## config.mk

```make
export PLATFORM = sky130hd
export DESIGN_NAME = m16_bit_adder
export DESIGN_NICKNAME = d
export VERILOG_FILES = /design/src/rtl/m16_bit_pkg.sv /design/src/rtl/m16_bit_sat_core.sv /design/src/rtl/m16_bit_adder.sv
export SDC_FILE = /design/constraint.sdc
export NUM_CORES = 1
export LEC_CHECK = 0
export CORE_MARGIN = 4
export CORE_UTILIZATION = 30
export CTS_CLUSTER_DIAMETER = 100
export DETAILED_ROUTE_END_ITERATION = 7
export DONT_BUFFER_PORTS = 1
export GPL_TIMING_DRIVEN = 0
export MAX_ROUTING_LAYER = met4
export PLACE_DENSITY = 0.52
export SYNTH_ARGS = -nofsm -noshare
export SYNTH_HDL_FRONTEND = slang
export SYNTH_SLANG_ARGS = --single-unit
```

## constraint.sdc

```tcl
create_clock -name clk -period 1.2 [get_ports clk]
set_clock_uncertainty 0.1 [all_clocks]
set_input_delay 0.12 -clock clk [delete_from_list [all_inputs] [get_ports clk]]
set_output_delay 0.12 -clock clk [all_outputs]
set_load 0.02 [all_outputs]
```

## src/rtl/m16_bit_pkg.sv

```systemverilog
// rtl/m16_bit_pkg.sv - shared width, clamp constants and operand word type for the saturating adder
package m16_bit_pkg;

  localparam int DEF_WIDTH = 16;

  localparam logic [DEF_WIDTH-1:0] SAT_MAX = {1'b0, {(DEF_WIDTH-1){1'b1}}};
  localparam logic [DEF_WIDTH-1:0] SAT_MIN = {1'b1, {(DEF_WIDTH-1){1'b0}}};

  typedef logic signed [DEF_WIDTH-1:0] word_t;

endpackage

```

## src/rtl/m16_bit_sat_core.sv

```systemverilog
// rtl/m16_bit_sat_core.sv - combinational two's-complement add with clamp to +max/-min
module m16_bit_sat_core
  import m16_bit_pkg::*;
#(
  parameter int WIDTH = DEF_WIDTH
) (
  input  logic [WIDTH-1:0] a,
  input  logic [WIDTH-1:0] b,
  output logic [WIDTH-1:0] sum,
  output logic             sat_pos,
  output logic             sat_neg
);

  localparam logic [WIDTH-1:0] MAX_V = {1'b0, {(WIDTH-1){1'b1}}};
  localparam logic [WIDTH-1:0] MIN_V = {1'b1, {(WIDTH-1){1'b0}}};

  logic [WIDTH:0] wide;

  assign wide = {a[WIDTH-1], a} + {b[WIDTH-1], b};

  // The extended sign disagrees with the WIDTH-bit sign only when both operands share a sign and the sum flipped it.
  assign sat_pos = ~wide[WIDTH] &  wide[WIDTH-1];
  assign sat_neg =  wide[WIDTH] & ~wide[WIDTH-1];

  assign sum = sat_pos ? MAX_V :
               sat_neg ? MIN_V : wide[WIDTH-1:0];

endmodule

```

## src/rtl/m16_bit_adder.sv

```systemverilog
// rtl/m16_bit_adder.sv - registered saturating adder; M16_BIT_STICKY_OVF_EN adds a sticky overflow flag
module m16_bit_adder
  import m16_bit_pkg::*;
#(
  parameter int WIDTH = DEF_WIDTH
) (
  input  logic             clk,
  input  logic             rst_n,
  input  logic             in_valid,
  input  logic [WIDTH-1:0] a,
  input  logic [WIDTH-1:0] b,
  output logic [WIDTH-1:0] add_out,
  output logic             out_valid,
  output logic             sat_pos,
  output logic             sat_neg
`ifdef M16_BIT_STICKY_OVF_EN
  ,
  input  logic             ovf_clr,
  output logic             ovf_sticky
`endif
);

  logic [WIDTH-1:0] sum_c;
  logic             pos_c;
  logic             neg_c;

  m16_bit_sat_core #(.WIDTH(WIDTH)) u_core (
    .a       (a),
    .b       (b),
    .sum     (sum_c),
    .sat_pos (pos_c),
    .sat_neg (neg_c)
  );

  always_ff @(posedge clk or negedge rst_n) begin
    if (!rst_n) begin
      add_out   <= '0;
      out_valid <= 1'b0;
      sat_pos   <= 1'b0;
      sat_neg   <= 1'b0;
    end else begin
      out_valid <= in_valid;
      // Result and flags hold across idle cycles so add_out always describes the last accepted pair.
      if (in_valid) begin
        add_out <= sum_c;
        sat_pos <= pos_c;
        sat_neg <= neg_c;
      end
    end
  end

`ifdef M16_BIT_STICKY_OVF_EN
  // A saturation being registered this edge beats a simultaneous clear.
  always_ff @(posedge clk or negedge rst_n) begin
    if (!rst_n) begin
      ovf_sticky <= 1'b0;
    end else if (in_valid && (pos_c || neg_c)) begin
      ovf_sticky <= 1'b1;
    end else if (ovf_clr) begin
      ovf_sticky <= 1'b0;
    end
  end
`else
  // No sticky overflow tracking in this build.
`endif

endmodule

```

==> results.txt, run 1 <==
proportion of synthesized area in mux cells - 0.00659
floorplan die area - 6960 um^2
Mapped Area - 1710 um^2
unrepaired setup endpoints after global routing - true
Min-Delay Path Class - primary input to async pin
worst-path maximum fanout - 5
portion of the post-synthesis area used by sequential elements - 0.278
half-perimeter wire length of the detailed placement result - 3510 um
Clock Pin Slew Worst Setup and Hold Paths - 0.08 ns
total inserted antenna cells - 0
final hold viol count - 19
number of flip-flops and latches in the synthesized netlist - 19
wire length after detailed routing - 4600 um
Syn Inst Count - 189
shortest period the worst path allows - 1.95 ns
mean number of vias per cell - 5.17
Synth cell types - 43
root buffer cell - sky130_fd_sc_hd__clkbuf_8
worst-path cell with the longest stage delay - sky130_fd_sc_hd__fa_2
number of ports placed on the die boundary - 54
height of the chip - 83.5 um
combinational family with the most area after synthesis - compound AO/OA/AOI/OAI gates
via total after detailed routing - 1484
per-cell routed wire length - 16.0 um
H-Tree Depth - 1
max capacitance violation total - 0
layout cells sized above 1 - 0.409
violated checks - negative hold slack, negative setup slack
post-detailed-route count of antenna-violating nets - 0
power density over the cells - 1160 nW/um^2
max_slew headroom - 0.432
critical path endpoint category - register
biggest cell delay along the critical path - 0.36 ns
vias in the first global route - 1555
buffers plus inverters on the worst setup path - 3
cell chain of the critical path - ha_4, inv_2, fa_2, nor2b_4, o31a_1, o21ai_2, o21a_1, a2111oi_4, buf_4, buf_8, nor2_4, o22ai_2
arrival time at the worst endpoint - 2.03 ns
placer congestion estimate - 0.776
initial antenna violation count - 0
final-layout worst hold slack - -0.0679 ns
CTS tree - yes
final setup violation count - 18
Final Max Slew Viols - 0
Num CTS Buffers - 3
leakage power total - 0.000965 uW
number of standard-cell rows in the floorplan - 27
post-route clock period utilization - 1.62
maximum number of pins on one net before global-route repair - 20
worst endpoint required time - 1.28 ns
result of the run - finished, violations left
final total power - 2660 uW
Synth Area per Inst - 9.04 um^2
commonest non-fill, non-tap cells in the layout - sky130_fd_sc_hd__dfrtp_1 (19), sky130_fd_sc_hd__inv_1 (18), sky130_fd_sc_hd__buf_4 (18)
Area Growth Syn to Fin - 34.4%
Worst setup SP type - primary input
Starting DRT DRC Count - 42
Remaining DRCs - 0
Post-Synth Adder-Cell Area - 0.129
upper clock frequency limit - 0.513 GHz
Clock Latency Late Sink - 0.25 ns
final standard cell utilization of the core - 0.417
compound-cell area share of the yosys netlist - 0.338
Core Box Area - 5510 um^2
slew of the pin with the lowest slew margin - 0.852 ns
global-route wire length before repair - 7600 um
PortBufs - 0
clock sinks - 19
overall overflow remaining after global route - 0
simple-gate share of the synthesized area - 0.138
Detailed Routing Iterations Pass 1 - 4
post-synthesis net count - 241
kind of cell adding the most delay to the critical path - compound AO/OA/AOI/OAI gates
x dimension of the die - 83.5 um
slack of the critical path - -0.748 ns
post-synthesis share of cell area spent on xor and xnor gates - 0.0513
worst setup path category - primary input to register
largest voltage drop on the vdd net - 0.000989 V
final-stage net count - 268
commonest non-fill, non-tap cell in the layout - sky130_fd_sc_hd__dfrtp_1
Tot GR Track Use - 0.136
yosys warns - 0
Initial Util - 0.310
Max Buffers Root-to-Sink - 2
## through the flow
stage	hold WS [ns]	setup TNS, ns	worst slack [ns]	std cells	instance area, um^2
finish	-0.0679	-12.17	-0.748	287	2290
CTS	0.0465	-11.91	-0.727	281	2210
detailed placement	-0.275	-19.74	-1.21	261	1940
floorplan	-0.276	-14.20	-0.882	189	1850
global route	0.00309	-14.23	-0.864	287	2290
global placement	-0.275	-19.97	-1.23	261	1940
## cells by family after synthesis
logic type      Yosys count
simple gates             47
fa+ha+maj                17
buf+inv                  24
mux                       1
flops                    19
xor+xnor                 10
compound gates           71
## path summary, 6_finish.rpt
check	startpoint	endpoint	slack (ns)	depth (start not counted)
max	b[0]	add_out[7]$_DFFE_PN0P_	-0.75	12
min	rst_n	add_out[4]$_DFFE_PN0P_	-0.07	1
max reg2reg	sat_pos$_DFFE_PN0P_	sat_pos$_DFFE_PN0P_	0.24	1
min reg2reg	sat_neg$_DFFE_PN0P_	sat_neg$_DFFE_PN0P_	0.53	1
max in group asynchronous	rst_n	add_out[11]$_DFFE_PN0P_	0.53	1
min in group clk	in_valid	add_out[2]$_DFFE_PN0P_	0.05	3
## flip-flops by register name, indices dropped and copies added, names as in the netlist
signal / count
add_out: 16
out_valid: 1
sat_neg: 1
sat_pos: 1
## repair_timing
| item | 4_1_cts | 5_1_grt |
|---|---|---|
| pin swaps | 17 | 9 |
| setup buffers | 14 | 5 |
| hold buffers | 2 | 0 |
| gates cloned | 0 | 1 |
| setup endpoints to repair | 18 | 37 |
| resized for setup | 15 | 13 |
| hold endpoints to repair | 20 | 0 |
## metal layers
| layer | wire [um] | GRT usage | part of all wire |
|---|---|---|---|
| met5 | 0 | - | 0 |
| met4 | 0 | 0.00877 | 0 |
| met3 | 312 | 0.0444 | 0.068 |
| met2 | 2100 | 0.214 | 0.46 |
| met1 | 2180 | 0.179 | 0.47 |
## power breakdown
group / internal (uW) / total, uW / switching [uW]
clock: 231 / 448 / 217
sequential: 764 / 1010 / 248
combinational: 595 / 1200 / 606
## Yosys cell counts (all sizes together)
master | count | area (um^2)
a32oi | 1 | 8.76
inv | 19 | 71.3
a31oi | 3 | 18.8
o31a | 2 | 18.8
nand2 | 14 | 52.6
fa | 1 | 20.0
o22ai | 15 | 156
o311ai | 1 | 8.76
and2 | 1 | 6.26
o21bai | 1 | 7.51
nor2 | 16 | 85.1
or3 | 2 | 13.8
nand3 | 3 | 15.0
o211ai | 7 | 52.6
dfrtp | 19 | 475
xor2 | 3 | 26.3
o211a | 1 | 10.0
a21o | 6 | 46.3
nor3 | 4 | 20.0
o31ai | 2 | 15.0
o21a | 3 | 22.5
mux2 | 1 | 11.3
nand2b | 2 | 12.5
a41oi | 1 | 27.5
o21ai | 7 | 35.0
xnor2 | 7 | 61.3
clkbuf | 2 | 7.51
ha | 16 | 200
a2111oi | 1 | 27.5
nor2b | 4 | 25.0
buf | 3 | 21.3
a21boi | 1 | 11.3
or2 | 1 | 6.26
a21oi | 15 | 75.1
a211oi | 4 | 35.0
## final cells by class
class / count / area [um^2]
fillers: 576 / 3210
multi-input cells: 146 / 1390
repair buffers: 22 / 184
inverters: 19 / 71.3
plain buffers: 5 / 41.3
flip-flops and latches: 19 / 475
clock buffers: 3 / 41.3
well taps: 72 / 90.1
clock inverters: 1 / 5.00
Note: power is estimated with default switching activity, not from simulation.
==> inputs of run 2 (changes only) <==
ABC_AREA = 1   (was unset)
==> run 2 against run 1 <==
  * The flow still finishes with violations (negative hold slack, negative setup slack)
  * Combinational power is 14% lower
  * Die area rose by 5.2%
  * Sequential power hardly changed
  * Utilization is 2.3 points lower
  * Cell area fell by 2.5%
  * Non-clock buffer count is 16 lower
  * Cell count is 20% higher
  * Routed wire length down 9.0%
  * Sequential share of layout area grew 0.53 points
  * Worst setup slack better by 0.37 ns
  * Global-route usage down 1.4 points
  * Critical path type unchanged
  * Largest power group is now registers
==> results.txt, run 2 <==
Area Growth Syn to Fin - 23.9%
placer congestion estimate - 0.781
Final Max Slew Viols - 0
Clock Pin Slew Worst Setup and Hold Paths - 0.07 ns
Tot GR Track Use - 0.121
Starting DRT DRC Count - 24
via total after detailed routing - 1574
overall overflow remaining after global route - 0
height of the chip - 85.6 um
Synth Area per Inst - 6.94 um^2
global-route wire length before repair - 7230 um
Worst setup SP type - primary input
number of flops mapped to enable cells by yosys - 0
arrival time at the worst endpoint - 1.67 ns
violated checks - negative hold slack, negative setup slack
unrepaired setup endpoints after global routing - true
Remaining DRCs - 0
Switching Fraction - 0.429
worst-path maximum fanout - 5
Detailed Routing Iterations Pass 1 - 4
list of most frequent post-synthesis cells - sky130_fd_sc_hd__nand2_1 (82), sky130_fd_sc_hd__nand2_2 (32), sky130_fd_sc_hd__inv_1 (27)
commonest register cell after synthesis - sky130_fd_sc_hd__dfrtp_1
floorplan die area - 7320 um^2
CTS tree - yes
Clock Latency Late Sink - 0.25 ns
max_slew headroom - 0.445
half-perimeter wire length of the detailed placement result - 3420 um
Max Buffers Root-to-Sink - 2
worst-path cell with the longest stage delay - sky130_fd_sc_hd__fa_2
upper clock frequency limit - 0.633 GHz
most used cell along the critical path - sky130_fd_sc_hd__nand2_2
vias in the first global route - 1644
number of standard-cell rows in the floorplan - 27
slew of the pin with the lowest slew margin - 0.833 ns
Top reg by flops - add_out
post-synthesis net count - 312
Comb pwr share - 0.412
portion of the post-synthesis area used by sequential elements - 0.263
number of flip-flops and latches in the synthesized netlist - 19
maximum number of pins on one net before global-route repair - 20
shortest period the worst path allows - 1.58 ns
flip-flop count of the largest register, all copies and words added - 16
final hold viol count - 28
PortBufs - 0
largest voltage drop on the vdd net - 0.000570 V
root buffer cell - sky130_fd_sc_hd__clkbuf_8
Syn Inst Count - 260
number of ports placed on the die boundary - 54
Core Box Area - 5680 um^2
library cell with the largest summed area after synthesis - sky130_fd_sc_hd__dfrtp_1
x dimension of the die - 85.6 um
mean number of vias per cell - 4.58
Mapped Area - 1810 um^2
wire length after detailed routing - 4190 um
worst endpoint required time - 1.29 ns
cell internal pwr - 1430 uW
commonest non-fill, non-tap cell in the layout - sky130_fd_sc_hd__nand2_1
async set or reset register ratio after synthesis - 1.00
max capacitance violation total - 0
most repeated cell in the gate-level netlist after synthesis - sky130_fd_sc_hd__nand2_1
Clock power frac - 0.172
portion of total power attributed to sequential cells - 0.416
Initial Util - 0.318
post-detailed-route count of antenna-violating nets - 0
total inserted antenna cells - 0
final total power - 2500 uW
Min-Delay Path Class - primary input to register
power density over the cells - 1120 nW/um^2
slack of the critical path - -0.381 ns
commonest non-fill, non-tap cells in the layout - sky130_fd_sc_hd__nand2_1 (72), sky130_fd_sc_hd__nand2_2 (32), sky130_fd_sc_hd__inv_1 (25)
setup TNS - -6.08 ns
clock sinks - 19
final setup violation count - 18
final-layout worst hold slack - -0.204 ns
final-stage net count - 325
yosys warns - 0
layout cells sized above 1 - 0.353
Yosys top cell area share - 0.263
H-Tree Depth - 1
worst setup path category - primary input to register
per-cell routed wire length - 12.2 um
biggest cell delay along the critical path - 0.36 ns
post-route clock period utilization - 1.32
Num CTS Buffers - 3
critical path endpoint category - register
initial antenna violation count - 0
leakage power total - 0.00115 uW
result of the run - finished, violations left
cell chain of the critical path - ha_4, inv_2, fa_2, inv_2, nand2_2, nand2_2, nand3_2, nand2_4, nand2_4, nand3_4, nand2_4, a21oi_4, buf_6, nand2_2, nand2_2
Synth cell types - 23
largest cells by area after synthesis - sky130_fd_sc_hd__dfrtp_1 (26%), sky130_fd_sc_hd__nand2_1 (17%), sky130_fd_sc_hd__ha_1 (11%)
count of hold-fix buffers inserted at cts - 1
power spent charging and discharging nets - 1070 uW
[run 2: cell types whose count changed after synthesis, moves of 7 or more]
cell                       before  now
sky130_fd_sc_hd__a21oi_1       15    8
sky130_fd_sc_hd__inv_1         19   27
sky130_fd_sc_hd__nand2_1       14   82
sky130_fd_sc_hd__nand2_2        0   32
sky130_fd_sc_hd__nand3_1        3   14
sky130_fd_sc_hd__nor2_1         6   16
sky130_fd_sc_hd__nor2_2        10    0
sky130_fd_sc_hd__o211ai_1       7    0
sky130_fd_sc_hd__o22ai_2       10    0
[run 2: repair_timing]
action / CTS / global route
buffers inserted: 3 / 3
setup endpoints to repair: 18 / 29
gates cloned: 1 / 0
gates resized for setup: 37 / 21
hold endpoints to repair: 27 / 8
pin swaps: 12 / 9
[run 2: worst paths after layout]
check,startpoint,endpoint,slack [ns],cells past startpoint
worst max-delay path,b[0],add_out[4]$_DFFE_PN0P_,-0.38,15
worst min-delay path,in_valid,out_valid$_DFF_PN0_,-0.20,0
worst max register to register,add_out[9]$_DFFE_PN0P_,add_out[9]$_DFFE_PN0P_,0.30,2
worst min register to register,add_out[14]$_DFFE_PN0P_,add_out[14]$_DFFE_PN0P_,0.52,2
max in group asynchronous,rst_n,add_out[4]$_DFFE_PN0P_,0.55,1
min in group asynchronous,rst_n,sat_neg$_DFFE_PN0P_,-0.06,1
[run 2: area by class of cell]
class	instances	area [um^2]
fill	609	3440
multi-input combinational	208	1420
sequential	19	475
inverter	30	113
tap	72	90.1
timing repair buffer	8	68.8
clock buffer	4	45.0
buffer	3	22.5
[run 2: cells by family after synthesis]
| kind of cell | synth area share |
|---|---|
| flip-flops | 0.263 |
| XOR/XNOR | 0.0534 |
| buffers and inverters | 0.0748 |
| AO/OA/AOI/OAI | 0.0818 |
| AND/OR/NAND/NOR | 0.405 |
| adder cells (fa/ha/maj) | 0.122 |
[run 2: metrics by stage]
step / worst slack, ns / area (um^2) / cells / utilization / hold slack (ns)
after floorplan: -0.519 / 1830 / 260 / - / -0.276
after global placement: -0.715 / 1920 / 332 / 0.339 / -0.275
after detailed placement: -0.733 / 1920 / 332 / 0.339 / -0.275
after CTS: -0.343 / 2130 / 341 / 0.375 / -0.208
after global routing: -0.479 / 2240 / 344 / 0.394 / -0.218
final: -0.381 / 2240 / 344 / 0.394 / -0.204
[run 2: power groups by stage]
| stage | Combinational, uW | Sequential (uW) | Clock, uW |
|---|---|---|---|
| final | 1030 | 1040 | 430 |
| after global routing | 1170 | 1060 | 468 |
| after CTS | 962 | 1040 | 444 |
| after detailed placement | 843 | 1050 | 0 |
| after global placement | 835 | 1050 | 0 |
| after floorplan | 697 | 1010 | 0 |
[run 2: routing by layer]
metal,GRT usage,share of wire
met5,-,0
met4,0.0345,0.013
met3,0.0336,0.068
met2,0.183,0.43
met1,0.159,0.49
[run 2: critical path: cells and delay by family]
kind	cells	cell delay, ns
AOI/OAI and AO/OA	1	0.19
adders and majority gates	2	0.48
buffers and inverters	3	0.26
and+or+nand+nor	9	0.62
==> inputs of run 3 (changes only) <==
TNS_END_PERCENT = 10   (was unset)
clock period = 2 ns   (was 1.2 ns; I/O delays follow)
==> run 3 against run 2 <==
  * The flow now finishes without violations
  * First-iteration DRC count rose by 100%
  * Via count shrank 3.7%
  * Worst setup slack better by 0.63 ns
  * Non-clock buffer count shrank 5
  * Sequential power is 40% lower
  * Sequential share of layout area rose by 2.6 points
  * Critical path type unchanged
  * Largest power group unchanged
==> results.txt, run 3 (synthesized netlist as in run 2, its figures left out) <==
Starting DRT DRC Count - 49
Clock Pin Slew Worst Setup and Hold Paths - 0.07 ns
Final Max Slew Viols - 0
placer congestion estimate - 0.833
per-cell routed wire length - 11.9 um
end of the worst hold path - add_out[6]$_DFFE_PN0P_
shortest period the worst path allows - 1.75 ns
mean number of vias per cell - 4.47
number of standard-cell rows in the floorplan - 27
total inserted antenna cells - 0
final hold viol count - 0
leakage power total - 0.00106 uW
worst endpoint required time - 2.10 ns
Detailed Routing Iterations Pass 1 - 4
setup repair bufs after CTS - 0
worst-path maximum fanout - 8
layout cells sized above 1 - 0.202
max capacitance violation total - 0
final-layout worst hold slack - 0.0293 ns
final setup violation count - 0
unrepaired setup endpoints after global routing - false
Remaining DRCs - 0
Min-Delay Path Class - primary input to register
PortBufs - 0
post-detailed-route count of antenna-violating nets - 0
Top reg by flops - add_out
via total after detailed routing - 1516
end of the worst register-to-register path - add_out[9]$_DFFE_PN0P_
Tot GR Track Use - 0.117
Initial Util - 0.318
setup TNS - 0 ns
max_slew headroom - 0.439
clock sinks - 19
reg-to-reg startpoint - add_out[9]$_DFFE_PN0P_
post-route clock period utilization - 0.875
number of ports placed on the die boundary - 54
power density over the cells - 703 nW/um^2
dpl ws - -0.136 ns
setup slack, reg-to-reg - 1.00 ns
flip-flop count of the largest register, all copies and words added - 16
Area Growth Syn to Fin - 10.3%
height of the chip - 85.6 um
final-stage net count - 320
Num CTS Buffers - 3
r2r worst-path depth - 2
wire length after detailed routing - 4030 um
H-Tree Depth - 1
Worst setup SP type - primary input
largest voltage drop on the vdd net - 0.000445 V
CTS tree - yes
slack of the critical path - 0.250 ns
arrival time at the worst endpoint - 1.85 ns
overall overflow remaining after global route - 0
initial antenna violation count - 0
slew of the pin with the lowest slew margin - 0.839 ns
critical path endpoint category - register
upper clock frequency limit - 0.572 GHz
global-route wire length before repair - 7010 um
commonest non-fill, non-tap cells in the layout - sky130_fd_sc_hd__nand2_1 (81), sky130_fd_sc_hd__nand2_2 (32), sky130_fd_sc_hd__inv_1 (27)
depth of the worst hold-timing path - 2
result of the run - finished clean
Hold Crit Start - in_valid
Core Box Area - 5680 um^2
floorplan die area - 7320 um^2
vias in the first global route - 1618
maximum number of pins on one net before global-route repair - 20
worst setup path category - primary input to register
x dimension of the die - 85.6 um
root buffer cell - sky130_fd_sc_hd__clkbuf_8
half-perimeter wire length of the detailed placement result - 3480 um
commonest non-fill, non-tap cell in the layout - sky130_fd_sc_hd__nand2_1
Clock Latency Late Sink - 0.25 ns
Max Buffers Root-to-Sink - 2
-- run 3: cell types whose count changed in the layout (fill, tap and decap cells not counted), moves of 3 or more --
cell,before,now
sky130_fd_sc_hd__ha_4,3,0
sky130_fd_sc_hd__buf_4,6,0
sky130_fd_sc_hd__nand3_2,4,0
sky130_fd_sc_hd__nand2_1,72,81
sky130_fd_sc_hd__ha_1,5,16
sky130_fd_sc_hd__o21ai_2,7,0
sky130_fd_sc_hd__nand3_1,9,14
sky130_fd_sc_hd__ha_2,8,0
sky130_fd_sc_hd__nand2_4,11,3
sky130_fd_sc_hd__o21ai_0,0,7
-- run 3: timing repair --
| item | CTS | global route |
|---|---|---|
| endpoints found under the setup margin | 0 | 11 |
| resized for setup | 0 | 8 |
| hold buffers | 2 | 0 |
| hold endpoints to repair | 20 | 0 |
-- run 3: final cells by class --
type | instances | area [um^2]
inverter | 30 | 113
fill | 630 | 3680
buffer | 3 | 22.5
timing repair buffer | 3 | 31.3
clock inverter | 1 | 5.00
sequential | 19 | 475
clock buffer | 3 | 41.3
tap | 72 | 90.1
multi-input combinational | 208 | 1210
-- run 3: per-stage QoR --
step	util	power (uW)	std cells	cell area, um^2
finish	0.351	1400	339	1990
global route	0.351	1520	339	1990
CTS	0.346	1400	338	1960
detailed placement	0.334	1130	332	1900
global placement	0.334	1120	332	1900
floorplan	-	1020	260	1810
-- run 3: critical path, cell delays in order --
cell and delay, ns:
sky130_fd_sc_hd__ha_1 0.15, sky130_fd_sc_hd__inv_1 0.06, sky130_fd_sc_hd__fa_2 0.34, sky130_fd_sc_hd__inv_1 0.06, sky130_fd_sc_hd__nand2_1 0.04, sky130_fd_sc_hd__nand2_1 0.09, sky130_fd_sc_hd__nand3_1 0.09, sky130_fd_sc_hd__nand2_2 0.11
sky130_fd_sc_hd__nand2_2 0.08, sky130_fd_sc_hd__nand2_2 0.08, sky130_fd_sc_hd__nand2_1 0.05, sky130_fd_sc_hd__nand2_1 0.11, sky130_fd_sc_hd__nand2_4 0.09, sky130_fd_sc_hd__nand2_4 0.09, sky130_fd_sc_hd__o21ai_0 0.12, sky130_fd_sc_hd__nand2_2 0.08
-- run 3: where the power goes --
group / internal, uW / switching (uW) / leakage (uW)
clock: 138 / 123 / 0.0000255
combinational: 198 / 319 / 0.000815
sequential: 462 / 158 / 0.000223
-- run 3: worst max path at each step --
stage	cells after the start	to	from	slack [ns]
2_1_floorplan	15	add_out[10]$_DFFE_PN0P_	a[0]	0.09
3_3_place_gp	15	add_out[6]$_DFFE_PN0P_	a[0]	-0.14
3_5_place_dp	15	add_out[6]$_DFFE_PN0P_	a[0]	-0.14
4_1_cts	15	add_out[6]$_DFFE_PN0P_	a[0]	0.13
5_1_grt	17	add_out[13]$_DFFE_PN0P_	a[0]	0.05
6_report	16	add_out[4]$_DFFE_PN0P_	a[0]	0.25
-- run 3: per-layer routing --
| layer | vias up | wire [um] | global-route usage |
|---|---|---|---|
| met3 | 2 | 176 | 0.0211 |
| met5 | - | 0 | - |
| met2 | 42 | 1730 | 0.183 |
| met4 | 0 | 13 | 0.0259 |
| met1 | 644 | 2110 | 0.157 |
| li1 | 828 | - | - |
